File: config.mk
export PLATFORM = sky130hd
export DESIGN_NAME = nibble_serial_adder_ctrl
export DESIGN_NICKNAME = d
export VERILOG_FILES = /design/src/rtl/nibble_serial_adder_ctrl.sv
export SDC_FILE = /design/constraint.sdc
export NUM_CORES = 1
export LEC_CHECK = 0
export ABC_AREA = 1
export BUFFER_PORTS_ARGS = -buffer_cell sky130_fd_sc_hd__buf_4
export CORE_UTILIZATION = 35
export DETAILED_ROUTE_END_ITERATION = 10
export HOLD_SLACK_MARGIN = 0.15
export PLACE_DENSITY_LB_ADDON = 0.08
export RECOVER_POWER = 50
export SLEW_MARGIN = 20
export SYNTH_ARGS = -nofsm -noshare
export SYNTH_HDL_FRONTEND = slang
export SYNTH_HIERARCHICAL = 1
export SYNTH_SLANG_ARGS = --single-unit
File: constraint.sdc
create_clock -name clk -period 3.3 [get_ports clk]
set_input_delay 0.66 -clock clk [delete_from_list [all_inputs] [get_ports clk]]
set_output_delay 0.66 -clock clk [all_outputs]
set_load 0.02 [all_outputs]
File: src/rtl/nibble_serial_adder_ctrl.sv
`default_nettype none
// ============================================================================
// Module : nibble_serial_adder_ctrl
// Brief  : W-bit add/subtract performed one nibble per cycle on a shared
//          4-bit ripple-carry adder, LSB nibble first.
// Rev    : 1.0
// ============================================================================

module Ripple_CarryAdder_4bits (
  input  logic [3:0] a,
  input  logic [3:0] b,
  input  logic       cin,
  output logic [3:0] sum,
  output logic       cout
);

  logic [4:0] w_carry;

  assign w_carry[0] = cin;

  generate
    for (genvar i = 0; i < 4; i++) begin : g_fullAdder
      assign sum[i]       = a[i] ^ b[i] ^ w_carry[i];
      assign w_carry[i+1] = (a[i] & b[i]) | (w_carry[i] & (a[i] ^ b[i]));
    end
  endgenerate

  assign cout = w_carry[4];

endmodule

module nibble_serial_adder_ctrl #(
  parameter int NIBBLES = 4
) (
  input  logic                 clk,
  input  logic                 reset,
  input  logic                 start,
  input  logic                 sub,
  input  logic [4*NIBBLES-1:0] a,
  input  logic [4*NIBBLES-1:0] b,
  input  logic                 cin,
  output logic                 busy,
  output logic                 done,
  output logic [4*NIBBLES-1:0] sum,
  output logic                 cout,
  output logic                 overflow
);

  localparam int W    = 4 * NIBBLES;
  localparam int IDXW = (NIBBLES > 1) ? $clog2(NIBBLES) : 1;

  localparam logic [1:0]      c_IDLE = 2'd0;
  localparam logic [1:0]      c_RUN  = 2'd1;
  localparam logic [1:0]      c_DONE = 2'd2;
  localparam logic [IDXW-1:0] c_LAST = IDXW'(NIBBLES - 1);

  logic [1:0]      r_state;
  logic [1:0]      w_nextState;
  logic [W-1:0]    r_a;
  logic [W-1:0]    r_bEff;
  logic [W-1:0]    r_sum;
  logic            r_carry;
  logic [IDXW-1:0] r_idx;
  logic            r_cout;
  logic            r_overflow;

  logic [3:0]      w_nibA;
  logic [3:0]      w_nibB;
  logic [3:0]      w_adderSum;
  logic            w_adderCout;
  logic            w_accept;

  assign w_accept = (r_state == c_IDLE) && start;

  // Nibble select for the shared adder, driven from the current index.
  always_comb begin
    w_nibA = 4'd0;
    w_nibB = 4'd0;
    for (int n = 0; n < NIBBLES; n++) begin
      if (r_idx == IDXW'(n)) begin
        w_nibA = r_a[4*n +: 4];
        w_nibB = r_bEff[4*n +: 4];
      end
    end
  end

  Ripple_CarryAdder_4bits u_adder (
    .a    (w_nibA),
    .b    (w_nibB),
    .cin  (r_carry),
    .sum  (w_adderSum),
    .cout (w_adderCout)
  );

  always_ff @(posedge clk) begin
    if (reset) begin
      r_state <= c_IDLE;
    end else begin
      r_state <= w_nextState;
    end
  end

  always_comb begin
    w_nextState = r_state;
    case (r_state)
      c_IDLE:  if (start) w_nextState = c_RUN;
      c_RUN:   if (r_idx == c_LAST) w_nextState = c_DONE;
      c_DONE:  w_nextState = c_IDLE;
      default: w_nextState = c_IDLE;
    endcase
  end

  always_comb begin
    busy     = (r_state == c_RUN);
    done     = (r_state == c_DONE);
    sum      = r_sum;
    cout     = r_cout;
    overflow = r_overflow;
  end

  always_ff @(posedge clk) begin
    if (reset) begin
      r_a        <= '0;
      r_bEff     <= '0;
      r_sum      <= '0;
      r_carry    <= 1'b0;
      r_idx      <= '0;
      r_cout     <= 1'b0;
      r_overflow <= 1'b0;
    end else if (w_accept) begin
      // Subtraction is A + ~B + 1, so the inversion and the +1 happen here.
      r_a        <= a;
      r_bEff     <= sub ? ~b : b;
      r_carry    <= sub ? 1'b1 : cin;
      r_sum      <= '0;
      r_idx      <= '0;
      r_cout     <= 1'b0;
      r_overflow <= 1'b0;
    end else if (r_state == c_RUN) begin
      for (int n = 0; n < NIBBLES; n++) begin
        if (r_idx == IDXW'(n)) r_sum[4*n +: 4] <= w_adderSum;
      end
      r_carry <= w_adderCout;
      r_idx   <= r_idx + 1'b1;
      if (r_idx == c_LAST) begin
        r_cout     <= w_adderCout;
        r_overflow <= (r_a[W-1] == r_bEff[W-1]) && (w_adderSum[3] != r_a[W-1]);
      end
    end
  end

endmodule
`default_nettype wire

# [After elaboration in Yosys (flattened, before gate mapping)]
# Cells that the tools add are included.
[totals] regBits=55 in_bits=37 output_inout_bits=20 wordCells=68
[classes] add_sub_neg=1 n_eq_ne=9 n_mux=15 bitwise_logic=21 reduce_logical=11
[ops] op="4-bit two-way mux" n=8
[ops] op="16-bit two-way mux" n=1
[ops] op="16-bit inverter" n=1
[ops] op="2-bit AND reduction" n=5
[ops] op="1-bit bitwise AND" n=8
[ops] op="1-bit bitwise XOR" n=8
[ops] op="2-bit equality test (second input constant)" n=3
[ops] op="2-bit by 1-bit equality test with 1-bit output (second input constant)" n=2
[ops] op="2-bit logical NOT" n=2
[ops] op="2-bit two-way mux" n=2
[ops] op="1-bit bitwise OR" n=4
[ops] op="2-bit one-hot mux with 2 select lines" n=1
[ops] op="1-bit two-way mux" n=3
[ops] op="2-bit by 1-bit adder with 2-bit output (second input constant)" n=1
[ops] op="1-bit logical AND" n=2
[ops] op="2-bit by 1-bit inequality test with 1-bit output (second input constant)" n=1
[ops] op="2-bit inequality test (second input constant)" n=1
[ops] op="2-bit nonzero test" n=1
[ops] op="2-bit OR reduction" n=1
[ops] op="1-bit equality test" n=1
[ops] op="1-bit inequality test" n=1

# [Depth between registers and ports, before layout]
# Gate-level depths: netlist of the first run.
[logic_depth] depth_word=16 depth_mapped=20 mapped_depth_nobuf=20

# [Hierarchy]
# The synthesis of the first run kept the hierarchy.
[by_module_without_submodules] module="nibble_serial_adder_ctrl" instances=1 cells_each=366 area_per_inst_um2=2585.0 seq_area_each_um2=1101.1
[by_module_without_submodules] module="Ripple_CarryAdder_4bits" instances=1 cells_each=14 area_per_inst_um2=117.6 seq_area_each_um2=0.0

# [Least setup slack after synthesis of the first run]
# No wires, ideal clock.
[synth_timing] kind="reg2reg" from="register r_idx[1]" to="register r_overflow, in the netlist overflow" setup_ns=0.114 t_arrival_ns=2.994 required_ns=3.186 setup_slack_ns=0.192 stages_incl_launch_ff=21 n_path_buf=1 synth_period_minus_slack_ns=3.108 path_cell_list="dfxtp_1 -> inv_1 -> ha_1 -> clkbuf_1 -> a21oi_1 -> nand2_1 -> nand2_1 -> nand2_1 -> fa_1 -> inv_1 -> fa_1 -> inv_1 -> fa_1 -> inv_1 -> fa_1 -> inv_1 -> inv_1 -> nand3_1 -> nand2_1 -> nor2_1 -> nor2_1"
[synth_via] elab_chain_cells=15 elab_cells_between_ends=29 classes_between="4 x eq/ne; 8 x mux; 14 x bitwise; 3 x reduce/logical"
[synth_lines] element="start: declaration" line_no="63" source="logic [IDXW-1:0] r_idx;"
[synth_lines] element="start signal: assignment" line_no="144" source="r_idx <= r_idx + 1'b1;"
[synth_lines] element="2-bit logical NOT" line_no="80" source="if (r_idx == IDXW'(n)) begin"
[synth_lines] element="4-bit two-way mux (3 in series)" line_no="80"
[synth_lines] element="4-bit two-way mux *" line_no="80"
[synth_lines] element="named net w_nibA[0]" line_no="67" source="logic [3:0] w_nibA;"
[synth_lines] element="1-bit bitwise XOR" line_no="24" source="assign w_carry[i+1] = (a[i] & b[i]) | (w_carry[i] & (a[i] ^ b[i]));"
[synth_lines] element="1-bit bitwise AND" line_no="24"
[synth_lines] element="1-bit bitwise OR *" line_no="24"
[synth_lines] element="1-bit bitwise AND *" line_no="24"
[synth_lines] element="1-bit bitwise OR *" line_no="24"
[synth_lines] element="1-bit bitwise AND *" line_no="24"
[synth_lines] element="1-bit bitwise OR *" line_no="24"
[synth_lines] element="1-bit bitwise XOR *" line_no="23" source="assign sum[i] = a[i] ^ b[i] ^ w_carry[i];"
[synth_lines] element="named net w_adderSum[3]" line_no="69" source="logic [3:0] w_adderSum;"
[synth_lines] element="1-bit inequality test *" line_no="147" source="r_overflow <= (r_a[W-1] == r_bEff[W-1]) && (w_adderSum[3] != r_a[W-1]);"
[synth_lines] element="1-bit logical AND *" line_no="147"
[synth_lines] element="end signal: assignment" line_no="147"
[synth_lines] element="end: declaration" line_no="65" source="logic r_overflow;"
# Mark *: on every way through the listed nets, which the timed path passes. The rest lies on a longest branch.
# A chain may end at the register's enable or synchronous reset.

# [Final worst setup path of the first run]
[layout_timing] from="register r_idx[0]" to="register r_sum[11], in the netlist sum[11]"
[layout_via] elab_chain_cells=13 elab_cells_between_ends=27 classes_between="3 x eq/ne; 8 x mux; 14 x bitwise; 2 x reduce/logical"
[layout_lines] element="2-bit logical NOT" line_no="80"
[layout_lines] element="4-bit two-way mux (3 in series)" line_no="80"
[layout_lines] element="4-bit two-way mux *" line_no="80"
[layout_lines] element="named net w_nibA[0]" line_no="67"
[layout_lines] element="1-bit bitwise XOR" line_no="24"
[layout_lines] element="1-bit bitwise AND" line_no="24"
[layout_lines] element="1-bit bitwise OR *" line_no="24"
[layout_lines] element="1-bit bitwise AND *" line_no="24"
[layout_lines] element="1-bit bitwise OR *" line_no="24"
[layout_lines] element="1-bit bitwise AND *" line_no="24"
[layout_lines] element="1-bit bitwise OR *" line_no="24"
[layout_lines] element="1-bit bitwise XOR *" line_no="23"
[layout_lines] element="named net w_adderSum[3]" line_no="69"
[layout_lines] element="end signal: indexed assignment" line_no="141" source="if (r_idx == IDXW'(n)) r_sum[4*n +: 4] <= w_adderSum;"
[layout_lines] element="end: declaration" line_no="61" source="logic [W-1:0] r_sum;"
# Marks and branches as above.

==> results of run 1 <==
[per-stage QoR]
stage / instances / instance area (um2) / utilization [%]
3_3_place_gp: 522 / 3170 / 43.0
4_1_cts: 530 / 3270 / 44.3
5_1_grt: 532 / 3240 / 44.0
6_report: 532 / 3240 / 44.0
2_1_floorplan: 380 / 2700 / -
3_5_place_dp: 522 / 3170 / 43.0
[tightest hold or removal path, stage by stage (launching register included)]
cell	delay (ns)
dfxtp_1	0.32
nand2_1	0.06
nand2_1	0.04
[flip-flops by register name, summed over array words and instances (netlist names)]
name and count:
r_state 2, r_bEff 16, cout 1, r_carry 1, sum 16, overflow 1
r_idx 2, r_a 16
[synth_stat cells]
master,count,area [um2]
o21ai_0,15,75.1
buf_6,5,56.3
nand2_1,115,432
a21oi_4,1,16.3
clkbuf_4,1,7.51
o21ai_1,2,10.0
buf_2,3,15.0
ha_1,4,50.1
inv_1,32,120
buf_4,3,22.5
nand2_4,2,22.5
xor2_1,13,114
nor2_1,44,165
fa_1,4,80.1
a21oi_1,35,175
nor2_4,3,33.8
clkbuf_1,7,26.3
inv_2,1,3.75
buf_1,1,3.75
nand3_1,33,165
o21a_1,1,7.51
dfxtp_1,55,1100
[what timing repair did]
action / in CTS / in global routing
setup buffers: 0 / 2
endpoints found under the setup margin: 0 / 5
hold buffers: 0 / 0
resized for setup: 0 / 7
[cells by family (layout without fill, tap and decap cells)]
family / count (synthesis) / after routing
adders and majority gates: 8 / 8
buffers and inverters: 53 / 106
xor gates and xnor gates: 13 / 13
and+or+nand+nor: 197 / 197
DFF: 55 / 55
AOI/OAI and AO/OA: 54 / 54
[area by class of cell]
| type | instances | area (um2) |
|---|---|---|
| Multi-Input combinational cell | 272 | 1340 |
| Sequential cell | 55 | 1100 |
| Fill cell | 831 | 4130 |
| Tap cell | 99 | 124 |
| Inverter | 33 | 124 |
| Timing Repair Buffer | 65 | 450 |
| Clock buffer | 8 | 100 |
[power by group through the flow]
stage          logic, mW  clock network (mW)  registers, mW
6_report           0.269               0.404          0.730
5_1_grt            0.306               0.450          0.736
4_1_cts            0.266               0.419          0.731
3_5_place_dp       0.266                   0          0.746
3_3_place_gp       0.261                   0          0.745
2_1_floorplan      0.181                   0          0.738
[metal layers]
metal / wire (um) / up-vias / GRT usage [%]
met2: 3000 / 44 / 27.5
met1: 3230 / 1117 / 23.2
met5: 0 / - / 0
met4: 57 / 0 / 4.44
li1: - / 1285 / -
met3: 246 / 5 / 3.05
[final timing paths]
path | startpoint | to | depth (start not counted)
max reg2reg | r_idx[0] | sum[11] | 17
min reg2reg | r_bEff[11] | r_bEff[11] | 2
min | r_bEff[11] | r_bEff[11] | 2
max | r_idx[0] | sum[11] | 17
==> metrics, run 1 <==
largest net degree at the start of global routing 24; die width 89.9 um; Critical Path AT roughly 3.3 ns; TritonCTS clock tree done; P_int about 1.0 mW; CTS max path bufs 2; critical path peak fanout 6; starting density of the core between 30% and 40%; initial antenna violation count 0; GP Congestion between 0.8 and 0.9; Synth-to-Final Area Change 20.0%; Slew Limit Fails 0; sequential power share ~52%; Worst setup SP type flip-flop; setup_tns 0 ns; layout cells sized above 1 16.6%; final worst-path cycle share between 90% and 100%; Max VDD drop around 0.00023 V; clock sinks 55; CTS buffer count 5; Worst-path clk slew 0.10 ns; post-place setup slack around 0.084 ns; clk_lat worst skew about 0.30 ns; FF+latch count, synth 55; RSZ-0062 raised after global routing false; total track usage 16.9%; num ports 57; first-pass GRT wire length ~11 mm; Post-Route Skew around 0.005 ns; WL final 6.54 mm; Cell Area, Synth 2700 um2; Logic pwr share between 10% and 20%; most frequent cells in the layout nand2_1 (116), buf_4 (55), dfxtp_1 (53); core area ~7400 um2; drt pass-1 iters 4; Psw about 0.4 mW; commonest non-fill, non-tap cell in the layout nand2_1; Max-Slew Margin vs Limit between 40% and 50%; nets@finish 477; grt ovf 0; measured slew at the worst slew-check pin 0.750 ns; critical-path cell list inv_1, ha_2, a21oi_1, nand2_1, nand2_1, nand2_1, fa_1, inv_1, fa_1, inv_1, fa_1, inv_1, fa_1, inv_2, buf_4, nand3_1, a21oi_1; Crit-path slowest cell fa_1; Synth Area in Compound Gates a little over a tenth; largest family of logic cells by synthesized area simple AND/OR/NAND/NOR gates; Synth Area in Adders 4.81%; Leak 1.49 nW; total power 1.40 mW; post-DP HPWL slightly below 5 mm; Critical Path RT 3.53 ns; number of remaining DRC errors 0; vias in the first global route 2292; via count approximately 2500; final hold slack ~0.45 ns; Simple-Gate Fraction of Synth Area a little under a third; Yosys cell types 22; critical path capture point type flip-flop; status finished, final reports clean; endpoints failing setup 0; DR iter-0 viols a little over 60; Final ANT Viol Nets 0; H-tree levels 2; Final WS setup 0.240 ns; Clock Tree Root clkbuf_8; Hold Path Class flip-flop to flip-flop; Seq/Total Area, Yosys 40.7%; Final Hold Viols 0; crit path time final between 3 and 4 ns; Inserted Diodes 0; number of vias per cell ~4.6; Post-Syn Instances between 300 and 400; setup slack, reg-to-reg ~0.24 ns; power per cell area between 400 and 500 nW/um2; Setup CP Type flip-flop to flip-flop; Crit path largest cell delay ~0.42 ns; Die Ht ~90 um; Crit path max-delay family adder cells; post-synthesis mux area share 0%; maximum capacitance violations 0; net count after synthesis between 400 and 500; IO buf count 56; syn_area_per_cell 7.11 um2; Buf/Inv on CP 6; Fmax achieved 327 MHz; detailed-route wire length per cell 12.3 um; switching share of power roughly 28%; Die ar. between 8000 and 9000 um2; FP Rows 31; xor and xnor area share after synthesis ~4.2%; clock share of power between 20% and 30%; yosys warns 6
No activity file was read; power rests on OpenSTA's default activity.
==> run 2: changes to the inputs <==
==> constraint.sdc (replaced) <==
create_clock -name clk -period 3.3 [get_ports clk]
set_input_delay 0.33 -clock clk [delete_from_list [all_inputs] [get_ports clk]]
set_output_delay 0.33 -clock clk [all_outputs]
set_load 0.02 [all_outputs]
==> metrics, run 2 (synthesis gave the netlist of run 1 again) <==
maximum capacitance violations 0 (unchanged); clock sinks 55 (unchanged); Post-Route Skew 0.00629 ns (+0.00135 ns); Leak 1.46 nW (-2.5%); TritonCTS clock tree done; Psw 0.397 mW (-0.35%); final worst-path cycle share 92.9% (+0.18 points); Logic pwr share 19.1% (about the same); measured slew at the worst slew-check pin 0.750 ns (-0.000562 ns); vias in the first global route 2292 (unchanged); Hold Path Class input pin to flip-flop; Final ANT Viol Nets 0 (unchanged); Final WS setup 0.234 ns (-0.00581 ns); H-tree levels 2 (unchanged); GP Congestion 0.805 (unchanged); critical-path cell list inv_1, ha_2, a21oi_1, nand2_1, nand2_1, nand2_1, fa_1, inv_1, fa_1, inv_1, fa_1, inv_1, fa_1, inv_2, buf_4, nand3_1, a21oi_1; design area 3210 um2 (-1.2%); Stages on worst setup path 17 (unchanged); Critical Path AT 3.29 ns (about the same); RSZ-0062 raised after global routing false; CTS buffer count 5 (unchanged); power per cell area 437 nW/um2 (+1.0%); r2r endpoint sum[11]; met3 wire length 236 um (-4.1%); Inserted Diodes 0 (unchanged); P_int 1.00 mW (about the same); Crit-path slowest cell fa_1; post-place setup slack 0.0843 ns (unchanged); number of remaining DRC errors 0 (unchanged); placed inst area 3170 um2 (unchanged); metal2 WL 2.99 mm (-0.30%); Max VDD drop 0.000233 V (about the same); Final Hold Viols 0 (unchanged); Critical Path RT 3.52 ns (about the same); setup slack, reg-to-reg 0.23 ns (about the same); Crit path max-delay family adder cells; detailed-route wire length per cell 12.3 um (about the same); layout cells sized above 1 14.5% (-2.1 points); Worst-path clk slew 0.10 ns (about the same); post-DP HPWL 4.83 mm (unchanged); drt pass-1 iters 4 (unchanged); Max-Slew Margin vs Limit 49.8% (about the same); sequential power share 52.1% (about the same); clock share of power 28.8% (about the same); CTS max path bufs 2 (unchanged); total track usage 16.9% (unchanged); critical path peak fanout 6 (unchanged); final hold slack 0.235 ns (-0.220 ns); core area 7370 um2 (unchanged); die width 89.9 um (unchanged); Worst setup SP type flip-flop; Buf/Inv on CP 6 (unchanged); commonest non-fill, non-tap cell in the layout nand2_1; initial antenna violation count 0 (unchanged); WL final 6.53 mm (about the same); crit path time final 3.07 ns (+0.00581 ns); num ports 57 (unchanged); starting density of the core 36.7% (unchanged); Die Ht 89.9 um (unchanged); number of vias per cell 4.59 (-0.29%); Synth-to-Final Area Change 18.6%; Crit path largest cell delay 0.42 ns (about the same); switching share of power 28.4% (-0.059 points); Crit Reg-Reg Startpoint r_idx[0]; Setup CP Type flip-flop to flip-flop; post-layout util 43.5% (-0.51 points); Clock Tree Root clkbuf_8; status finished, final reports clean; endpoints failing setup 0 (unchanged); Post-Route M1 WL 3.25 mm (+0.50%); R2R cell count 17 (unchanged); grt ovf 0 (unchanged); Slew Limit Fails 0 (unchanged); clk_lat worst skew 0.30 ns (about the same); Die ar. 8080 um2 (unchanged); FP Rows 31 (unchanged); nets@finish 477 (unchanged); uppermost routed layer met4; setup_tns 0 ns (unchanged); via count 2444 (-0.29%); Hold-fix buffers, CTS 0 (unchanged); DR iter-0 viols 59 (-3.3%); most frequent cells in the layout nand2_1 (117), dfxtp_1 (53), buf_4 (47); critical path capture point type flip-flop; largest net degree at the start of global routing 24 (unchanged); crit path to sum[11]; IO buf count 56 (unchanged); first-pass GRT wire length 11.1 mm (unchanged); Fmax achieved 326 MHz (-0.19%); CP Launch Point r_idx[0]
[run 2: changes by cell type in the layout (fill, tap and decap cells not counted)]
cell / previous run / this run
buf_4: 55 / 47
clkbuf_1: 11 / 19
nand2_1: 116 / 117
nand2_4: 1 / 0
o21ai_0: 17 / 16
o21ai_1: 0 / 1
[run 2: cell type report]
cell class	count	area (um2)
Fill cell	839	4160
Multi-Input combinational cell	272	1330
Sequential cell	55	1100
Timing Repair Buffer	65	420
Inverter	33	124
Tap cell	99	124
Clock buffer	8	100
[run 2: worst min path at each step]
| stage | start | endpoint | slack [ns] | depth (start not counted) |
|---|---|---|---|---|
| finish | reset | r_state[1] | 0.23 | 2 |
| global route | reset | r_state[1] | 0.22 | 2 |
| CTS | reset | r_state[1] | 0.25 | 2 |
| detailed placement | r_bEff[10] | r_bEff[10] | 0.44 | 2 |
| global placement | r_bEff[8] | r_bEff[8] | 0.44 | 2 |
| floorplan | reset | r_state[1] | 0.40 | 1 |
[run 2: power by group through the flow]
stage	logic [mW]	clock network, mW	registers [mW]
after global routing	0.305	0.450	0.736
final	0.268	0.403	0.730
after global placement	0.261	0	0.745
after detailed placement	0.266	0	0.746
after CTS	0.266	0.419	0.731
after floorplan	0.181	0	0.738
[run 2: through the flow]
step           cells  power (mW)
2_1_floorplan    380       0.919
3_3_place_gp     522        1.01
4_1_cts          530        1.42
6_report         532        1.40
5_1_grt          532        1.49
3_5_place_dp     522        1.01
[run 2: metal layers]
layer	vias to the layer above	global-route usage, %
met5	-	0
met4	0	4.44
met3	5	3.05
met2	42	27.5
met1	1112	23.2
li1	1285	-
[run 2: repair_timing]
action / in CTS / in global routing
endpoints found under the hold margin: 0 / 0
setup buffers: 0 / 2
endpoints found under the setup margin: 0 / 5
gates resized for setup: 0 / 7
==> run 3: changes to the inputs <==
--- a/config.mk
+++ b/config.mk
@@ -5,7 +5,7 @@
 export SDC_FILE = /design/constraint.sdc
 export NUM_CORES = 1
 export LEC_CHECK = 0
-export ABC_AREA = 1
+export ABC_AREA = 0
 export BUFFER_PORTS_ARGS = -buffer_cell sky130_fd_sc_hd__buf_4
 export CORE_UTILIZATION = 35
 export DETAILED_ROUTE_END_ITERATION = 10
==> metrics, run 3 <==
xor and xnor area share after synthesis 5.60% (+1.4 points); WL final 5.99 mm (-8.4%); core area 7290 um2 (-1.1%); clock sinks 55 (unchanged); design area 3300 um2 (+2.9%); yosys warns 6 (unchanged); nets@finish 386 (-19%); async set-reset flop share out of synthesis 0% (unchanged); met1 usage 21.8% (-1.4 points); total power 1.43 mW (+1.8%); CTS buffer count 5 (unchanged); most crowded layer after global routing met2; Post-Route Skew 0.0121 ns (+0.00580 ns); IO buf count 56 (unchanged); post-synth top area share 41.4% (+0.67 points); P_int 1.00 mW (about the same); Inserted Diodes 0 (unchanged); GP Congestion 0.838 (+4.1%); number of vias per cell 4.68 (+2.0%); post-place setup slack -0.172 ns (-0.256 ns); endpoints failing setup 0 (unchanged); initial antenna violation count 0 (unchanged); Crit Reg-Reg Startpoint r_idx[1]; detailed-route wire length per cell 13.6 um (+11%); Simple-Gate Fraction of Synth Area 17.0% (-13 points); Final WS setup 0.158 ns (-0.0766 ns); num ports 57 (unchanged); Die ar. 7950 um2 (-1.6%); FF+latch count, synth 55 (unchanged); final hold slack 0.246 ns (+0.0112 ns); critical path capture point type flip-flop; number of remaining DRC errors 0 (unchanged); min-delay src a[5]; drt pass-1 iters 4 (unchanged); final worst-path cycle share 95.2% (+2.3 points); clock share of power 27.7% (-1.1 points); Critical Path AT 3.33 ns (+0.04 ns); Post-Syn Instances 282 (-26%); vias in the first global route 1989 (-13%); largest family of logic cells by synthesized area simple AND/OR/NAND/NOR gates; Synth Area in Adders 4.89% (+0.079 points); top-count cell post-synth dfxtp_1; measured slew at the worst slew-check pin 0.993 ns (+0.243 ns); Seq/Total Area, Yosys 41.4% (+0.67 points); Hold Path Class input pin to flip-flop; Final ANT Viol Nets 0 (unchanged); switching share of power 29.6% (+1.2 points); Cell Area, Synth 2660 um2 (-1.6%); CP Launch Point r_idx[1]; Slew Limit Fails 0 (unchanged); crit path time final 3.14 ns (+0.0766 ns); net count after synthesis 327 (-23%); syn_area_per_cell 9.43 um2 (+33%); Final Hold Viols 0 (unchanged); power per cell area 433 nW/um2 (-1.1%); Yosys cell types 26 (+18%); Synth Area in Compound Gates 16.0% (+5.5 points); Critical Path RT 3.48 ns (-0.04 ns); via count 2066 (-15%); post-synthesis mux area share 8.28% (+8.3 points); Max-Slew Margin vs Limit 33.8% (-16 points); Clock Tree Root clkbuf_8; post-DP HPWL 4.34 mm (-10%); Die Ht 89.2 um (-0.80%); sequential power share 51.0% (-1.1 points); Max VDD drop 0.000160 V (-31%); largest area contributor in the netlist dfxtp_1; Filler cells 765 (-8.8%); grt ovf 0 (unchanged); critical path peak fanout 4 (-2); Setup CP Type flip-flop to flip-flop; largest net degree at the start of global routing 41 (+71%); TritonCTS clock tree done; starting density of the core 36.5% (-0.21 points); Synth-to-Final Area Change 24.0%; total track usage 16.2% (-0.77 points); GR Util met3 2.86% (-0.18 points); Leak 1.29 nW (-11%); DR iter-0 viols 54 (-8.5%); Psw 0.422 mW (+6.2%); setup slack, reg-to-reg 0.16 ns (-0.08 ns); H-tree levels 2 (unchanged); Logic pwr share 21.4% (+2.3 points); most frequent cells in the layout dfxtp_1 (53), buf_4 (53), nor2_1 (43); CTS max path bufs 2 (unchanged); Worst-path clk slew 0.11 ns (about the same); Synth area leaders dfxtp_1 (41%), mux2i_1 (8.3%), a211oi_2 (7.5%); Worst setup SP type flip-flop; Fmax achieved 318 MHz (-2.4%); met2 Usage GRT 26.6% (-0.85 points); Hold-fix buffers, CTS 0 (unchanged); clk_lat worst skew 0.31 ns (about the same); FP Rows 31 (unchanged); layout cells sized above 1 29.8% (+15 points); status finished, final reports clean; Top FF cell, synth dfxtp_1; first-pass GRT wire length 9.87 mm (-11%); die width 89.2 um (-0.80%); maximum capacitance violations 0 (unchanged); placed inst area 3200 um2 (+1.1%); Post-synth top cells dfxtp_1 (55), nor2_1 (43), mux2i_1 (22), nand2_1 (20), xnor2_1 (17); Post-synth EDFFs 0 (unchanged)
run 3: cell types whose count changed in the layout (fill, tap and decap cells not counted), moves of 13 or more:
cell	previous run	this run
nand2_1	117	20
inv_1	31	7
mux2i_1	0	22
a21oi_1	35	14
nand3_1	33	12
xnor2_1	0	17
a211oi_2	0	16
o21ai_0	16	0
xor2_1	13	0
run 3: path summary, 6_finish.rpt:
| path | end | cells past startpoint |
|---|---|---|
| setup reg to reg | overflow | 16 |
| hold reg to reg | sum[8] | 2 |
| setup / recovery | overflow | 16 |
| hold / removal | r_a[5] | 3 |
run 3: worst max-delay path, stage by stage (launching register included):
cell	delay, ns
dfxtp_2	0.36
inv_2	0.07
ha_4	0.16
nor2b_4	0.14
a221oi_2	0.25
o31ai_2	0.10
fa_2	0.39
inv_2	0.06
fa_2	0.18
inv_2	0.04
fa_2	0.33
inv_2	0.06
fa_1	0.42
inv_2	0.09
and3b_1	0.18
nor3_2	0.15
nor3_1	0.06
run 3: final cells by class:
| type | instances | area [um2] | share of cell area, % |
|---|---|---|---|
| inverter | 13 | 48.8 | 1.48 |
| sequential | 55 | 1110 | 33.5 |
| timing repair buffer | 74 | 478 | 14.5 |
| clock buffer | 5 | 68.8 | 2.09 |
| tap | 99 | 124 | 3.76 |
| multi-input combinational | 192 | 1440 | 43.8 |
| clock inverter | 3 | 28.8 | 0.873 |
run 3: cell families (layout without fill, tap and decap cells):
family / count (synthesis) / in the layout
compound gates: 48 / 48
xor+xnor: 17 / 17
fa+ha+maj: 8 / 8
buf+inv: 35 / 95
flops: 55 / 55
mux: 22 / 22
simple gates: 97 / 97
run 3: power groups by stage:
stage                     sequential (mW)  clock, mW  combinational, mW
final                               0.727      0.395              0.305
after CTS                           0.728      0.410              0.304
after floorplan                     0.735          0              0.202
after global placement              0.743          0              0.295
after detailed placement            0.742          0              0.298
after global routing                0.732      0.435              0.341
run 3: stage by stage:
| step | setup TNS (ns) | std cells | utilization [%] |
|---|---|---|---|
| global placement | 0 | 432 | 43.9 |
| global route | -0.0349 | 441 | 45.2 |
| finish | 0 | 441 | 45.2 |
| detailed placement | -0.510 | 432 | 43.9 |
| CTS | 0 | 440 | 45.6 |
| floorplan | 0 | 282 | - |
run 3: metal layers:
| metal | vias up | routed length, um |
|---|---|---|
| met3 | 4 | 211 |
| met1 | 943 | 2910 |
| met5 | - | 0 |
| met2 | 47 | 2810 |
| met4 | 0 | 59 |
| li1 | 1072 | - |
run 3: what timing repair did:
action,in CTS,in global routing
gates resized for setup,6,17
setup endpoints to repair,6,6
setup buffers,0,1
endpoints found under the hold margin,0,0
pin swaps,1,7
